### src/rtl/fp_div_pkg.sv
// Shared types for the sequential significand divider.
// Holds widths, FSM state encoding and the significand type.
package fp_div_pkg;

    localparam int MANT_W = 24;
    localparam int QUOT_W = MANT_W + 2;

    typedef enum logic [1:0] {
        IDLE,
        CALC,
        DONE
    } div_state_t;

    typedef logic [MANT_W-1:0] mant_t;

endpackage

### src/rtl/div_sub_step.sv
// One restoring-division step: trial subtract via carry-add.
// r, nb in (W+1 bits); r_next out, q_bit = carry (r >= b).
module div_sub_step #(
    parameter int W = 24
) (
    input  logic [W:0] r,
    input  logic [W:0] nb,
    output logic [W:0] r_next,
    output logic       q_bit
);

    logic [W+1:0] t;

    always_comb begin
        t      = {1'b0, r} + {1'b0, nb};
        q_bit  = t[W+1];
        r_next = q_bit ? t[W:0] : r;
    end

endmodule

### src/rtl/fp_mant_div_seq.sv
// Sequential restoring significand divider, one quotient bit per cycle.
// Ports: in_valid/in_ready + a_mant/b_mant in; out_valid/out_ready + quot/sticky/dbz out.
module fp_mant_div_seq #(
    parameter int MANT_W = 24,
    parameter int QUOT_W = MANT_W + 2
) (
    input  logic              clk,
    input  logic              rst_n,
    input  logic              in_valid,
    output logic              in_ready,
    input  logic [MANT_W-1:0] a_mant,
    input  logic [MANT_W-1:0] b_mant,
    output logic              out_valid,
    input  logic              out_ready,
    output logic [QUOT_W-1:0] quot,
    output logic              sticky,
    output logic              dbz
);

    import fp_div_pkg::*;

    localparam int RW    = MANT_W + 1;
    localparam int CNT_W = $clog2(QUOT_W);

    div_state_t        state_q;
    div_state_t        state_d;
    logic [CNT_W-1:0]  cnt;
    logic [RW-1:0]     r;
    logic [RW-1:0]     nb;
    logic [RW-1:0]     r_next;
    logic              q_bit;
    logic [QUOT_W-1:0] q;
    logic              sticky_q;
    logic              dbz_q;
    logic              accept;
    logic              b_zero;

    assign in_ready  = (state_q == IDLE);
    assign out_valid = (state_q == DONE);
    assign accept    = in_valid && in_ready;
    assign b_zero    = (b_mant == '0);
    assign quot      = q;
    assign sticky    = sticky_q;
    assign dbz       = dbz_q;

    div_sub_step #(
        .W(MANT_W)
    ) u_step (
        .r     (r),
        .nb    (nb),
        .r_next(r_next),
        .q_bit (q_bit)
    );

    always_comb begin
        state_d = state_q;
        unique case (state_q)
            IDLE: if (accept) state_d = b_zero ? DONE : CALC;
            CALC: if (cnt == '0) state_d = DONE;
            DONE: if (out_ready) state_d = IDLE;
            default: state_d = IDLE;
        endcase
    end

    always_ff @(posedge clk or negedge rst_n) begin
        if (!rst_n) begin
            state_q <= IDLE;
        end else begin
            state_q <= state_d;
        end
    end

    always_ff @(posedge clk or negedge rst_n) begin
        if (!rst_n) begin
            r        <= '0;
            nb       <= '0;
            cnt      <= '0;
            q        <= '0;
            sticky_q <= 1'b0;
            dbz_q    <= 1'b0;
        end else if (accept) begin
            r        <= {1'b0, a_mant};
            // Negated divisor computed once; each step is then a plain add.
            nb       <= (~{1'b0, b_mant}) + RW'(1);
            cnt      <= CNT_W'(QUOT_W - 1);
            q        <= b_zero ? '1 : '0;
            sticky_q <= 1'b0;
            dbz_q    <= b_zero;
        end else if (state_q == CALC) begin
            q[cnt] <= q_bit;
            if (cnt == '0) begin
                r        <= r_next;
                sticky_q <= (r_next != '0);
            end else begin
                // r_next < b, so the top bit is zero and the shift cannot overflow.
                r   <= {r_next[MANT_W-1:0], 1'b0};
                cnt <= cnt - CNT_W'(1);
            end
        end
    end

endmodule

### config.mk
export PLATFORM = sky130hd
export DESIGN_NAME = fp_mant_div_seq
export DESIGN_NICKNAME = d
export VERILOG_FILES = /design/src/rtl/fp_div_pkg.sv /design/src/rtl/div_sub_step.sv /design/src/rtl/fp_mant_div_seq.sv
export SDC_FILE = /design/constraint.sdc
export NUM_CORES = 1
export LEC_CHECK = 0
export BUFFER_PORTS_ARGS = -buffer_cell sky130_fd_sc_hd__buf_4
export CAP_MARGIN = 20
export CORE_MARGIN = 4
export CORE_UTILIZATION = 50
export DETAILED_ROUTE_END_ITERATION = 10
export PLACE_DENSITY = 0.71
export SLEW_MARGIN = 20
export SYNTH_ARGS = -nofsm -noshare
export SYNTH_HDL_FRONTEND = slang
export SYNTH_HIERARCHICAL = 1
export SYNTH_SLANG_ARGS = --single-unit
export TNS_END_PERCENT = 20
### constraint.sdc
create_clock -name clk -period 7.9 [get_ports clk]
set_input_delay 0.395 -clock clk [delete_from_list [all_inputs] [get_ports clk]]
set_output_delay 0.395 -clock clk [all_outputs]
set_load 0.005 [all_outputs]
==> flow_summary.json <==
{
  "wire_per_inst_um": 17.2,
  "relSlewSlack_pct": 29.8,
  "antenna_left": 0,
  "tns_ns": 0,
  "worstPathCellList": "ha_1 -> fa_1 -> a21o_1 -> a221oi_2 -> o211ai_2 -> a211oi_2 -> o311ai_1 -> xnor2_1 -> o21ai_1 -> nor4_1 -> nand4_1 -> o21ai_0 -> o21ai_0",
  "drcViolationCount": 0,
  "crit_required_ns": 8.13,
  "timing.hold.ws_ns": 0.0994,
  "end_kind": "flip-flop",
  "ys_seq_area_share_pct": 34.5,
  "p_leak_nw": 3.19,
  "final_cells": 925,
  "synthArstFlopShare_pct": 100,
  "antenna_found_initial": 0,
  "grt_pass1_vias": 5210,
  "nets": 835,
  "startpoint_type": "flip-flop",
  "ios": 82,
  "num_rows": 40,
  "status": "complete, no violations",
  "period_share_pct": 47.9,
  "die_h_um": 119,
  "dp_hpwl_um": 11600,
  "worstMarginPinSlew_ns": 1.05,
  "dieArea_um2": 14200,
  "gp_congestion": 0.928,
  "seq_area_um2": 2130,
  "min_path_type": "in -> async",
  "drv_slew": 0,
  "cpLargestDelayFamily": "compound AO/OA/AOI/OAI gates",
  "core_area_um2": 12100,
  "yosysWarningCount": 6,
  "vdd_drop_max_mv": 0.203,
  "nFillCells": 1090,
  "htreeDepth": 3,
  "syn_to_final_growth_pct": 15.3,
  "clockBufferDepth": 2,
  "setup-violations-final": 0,
  "synth_top_area_share_pct": 34.5,
  "path_class": "reg -> reg",
  "synthCells": 700,
  "cp.arrival_ns": 4.01,
  "grt_max_degree": 86,
  "synth_common_cells": "nand2_1, dfrtp_1, nor2_1",
  "power.density_nw_per_um2": 471,
  "syn_area_um2": 6170,
  "fin_crit_ns": 3.78,
  "hold_violations": 0,
  "cts_root_buf": "clkbuf_16",
  "multi_input_area_um2": 3750,
  "post_cts_buffers": 0,
  "yosysUniqueCellTypes": 66,
  "critPathSlowestCell": "a221oi_2",
  "synth.avg_cell_area_um2": 8.82,
  "synth_area_leaders": "dfrtp_1, mux2i_1, ha_1",
  "synth-seq-cells": 85,
  "tritoncts": "done",
  "die_w_um": 119,
  "syn_nets": 783,
  "grt_usage_pct": 22.9,
  "crit_buf_inv": 0,
  "yosysMostFrequentCell": "nand2_1",
  "drive_gt1_share_pct": 15.9,
  "clock_sinks": 85,
  "dr.pass1.iters": 5,
  "cts_resized": 0,
  "drt-total-wl_um": 15900,
  "cts_buffers": 9,
  "worstPathMaxFanout": 4,
  "post_drt_via_cell_ratio": 5.80,
  "drv_cap": 0,
  "post-place-ws_ns": 4.28,
  "rsz0062_at_grt": "false",
  "port_buffers": 81,
  "crit_top_cell": "o21ai_0",
  "setup_slack_ns": 4.12,
  "place_inst": 909,
  "initial_utilization_pct": 51.2,
  "ys.flop_type": "dfrtp_1",
  "grt.overflow.total": 0,
  "cts_hold_buf": 0,
  "synth-edff-count": 0,
  "yosys.area.top_type": "dfrtp_1",
  "insertedDiodeCount": 0,
  "grt_pass1_wl_um": 26200,
  "path_clk_slew_ns": 0.06,
  "clock.fmax_mhz": 265,
  "clock-skew-final_ns": 0.00764,
  "clock_latency_ns": 0.35,
  "num_vias": 5367,
  "max_stage_delay_ns": 0.48,
  "drtIter0Drc": 396
}
[layer usage]
| metal | vias to the layer above | global-route usage [%] | routed length (um) |
|---|---|---|---|
| met5 | - | 0 | 0 |
| met4 | 0 | 5.72 | 225 |
| met3 | 16 | 4.08 | 802 |
| met2 | 127 | 37.2 | 7760 |
| met1 | 2585 | 31.6 | 7090 |
| li1 | 2639 | - | - |
[worst register-to-register path, cell delays in order (launching register included)]
cell and delay (ns):
dfrtp_1 0.40, ha_1 0.24, fa_1 0.41, a21o_1 0.21, a221oi_2 0.48, o211ai_2 0.19, a211oi_2 0.38, o311ai_1 0.16
xnor2_1 0.17, o21ai_1 0.11, nor4_1 0.48, nand4_1 0.18, o21ai_0 0.17, o21ai_0 0.10
[power by group]
part / internal [mW] / switching (mW) / total (mW)
Clock: 0.288 / 0.181 / 0.470
Sequential: 0.652 / 0.182 / 0.835
Combinational: 0.864 / 1.19 / 2.05
[state kept, by name, indices dropped and copies added, names as in the netlist]
register and cells:
cnt 5, dbz 1, nb 25, quot 26, r 25, state_q 2, sticky 1
[through the flow]
stage	cell area (um2)	power, mW	util [%]
2_1_floorplan	6170	2.36	-
3_5_place_dp	6780	2.87	56.2
5_1_grt	7120	3.66	59.0
6_report	7120	3.35	59.0
3_3_place_gp	6780	2.82	56.2
4_1_cts	7110	3.36	59.0
[cell type report]
class                           instances  area share, %
Multi-Input combinational cell        558           52.7
Tap cell                              168           2.95
Sequential cell                        85           29.9
Clock buffer                           10           3.36
Timing Repair Buffer                   86           9.13
Inverter                               12          0.633
Clock inverter                          6           1.34
[kinds of logic (layout without fill, tap and decap cells)]
group / Yosys count / after routing / share of synthesized area (%)
compound gates: 203 / 203 / 21.4
xor+xnor: 35 / 35 / 4.97
fa+ha+maj: 31 / 31 / 6.41
buf+inv: 57 / 114 / 5.01
flops: 85 / 85 / 34.5
mux: 52 / 52 / 8.50
simple gates: 237 / 237 / 19.2
[placed cells by master, fill, tap and decap left out, types with 10 or more instances in the layout]
| cell | n |
|---|---|
| nor4_1 | 15 |
| a21o_1 | 24 |
| a211oi_1 | 15 |
| o21ai_1 | 20 |
| xor2_1 | 16 |
| ha_1 | 30 |
| buf_4 | 85 |
| mux2i_1 | 49 |
| nand3_1 | 15 |
| o21ai_0 | 43 |
| xnor2_1 | 19 |
| inv_1 | 12 |
| dfrtp_1 | 85 |
| a21oi_1 | 43 |
| nor2_1 | 56 |
| nand2_1 | 88 |
| a22oi_1 | 10 |
[path summary, 6_finish.rpt]
kind	slack [ns]	cells past startpoint	from	to
setup reg to reg	4.12	13	r[0]	sticky
min in group clk	0.28	3	a_mant[14]	r[14]
hold reg to reg	0.48	1	dbz	dbz
hold / removal	0.1	1	rst_n	quot[11]
setup / recovery	4.12	13	r[0]	sticky
max in group asynchronous	7.25	1	rst_n	r[7]
No activity file was read; power rests on OpenSTA's default activity.
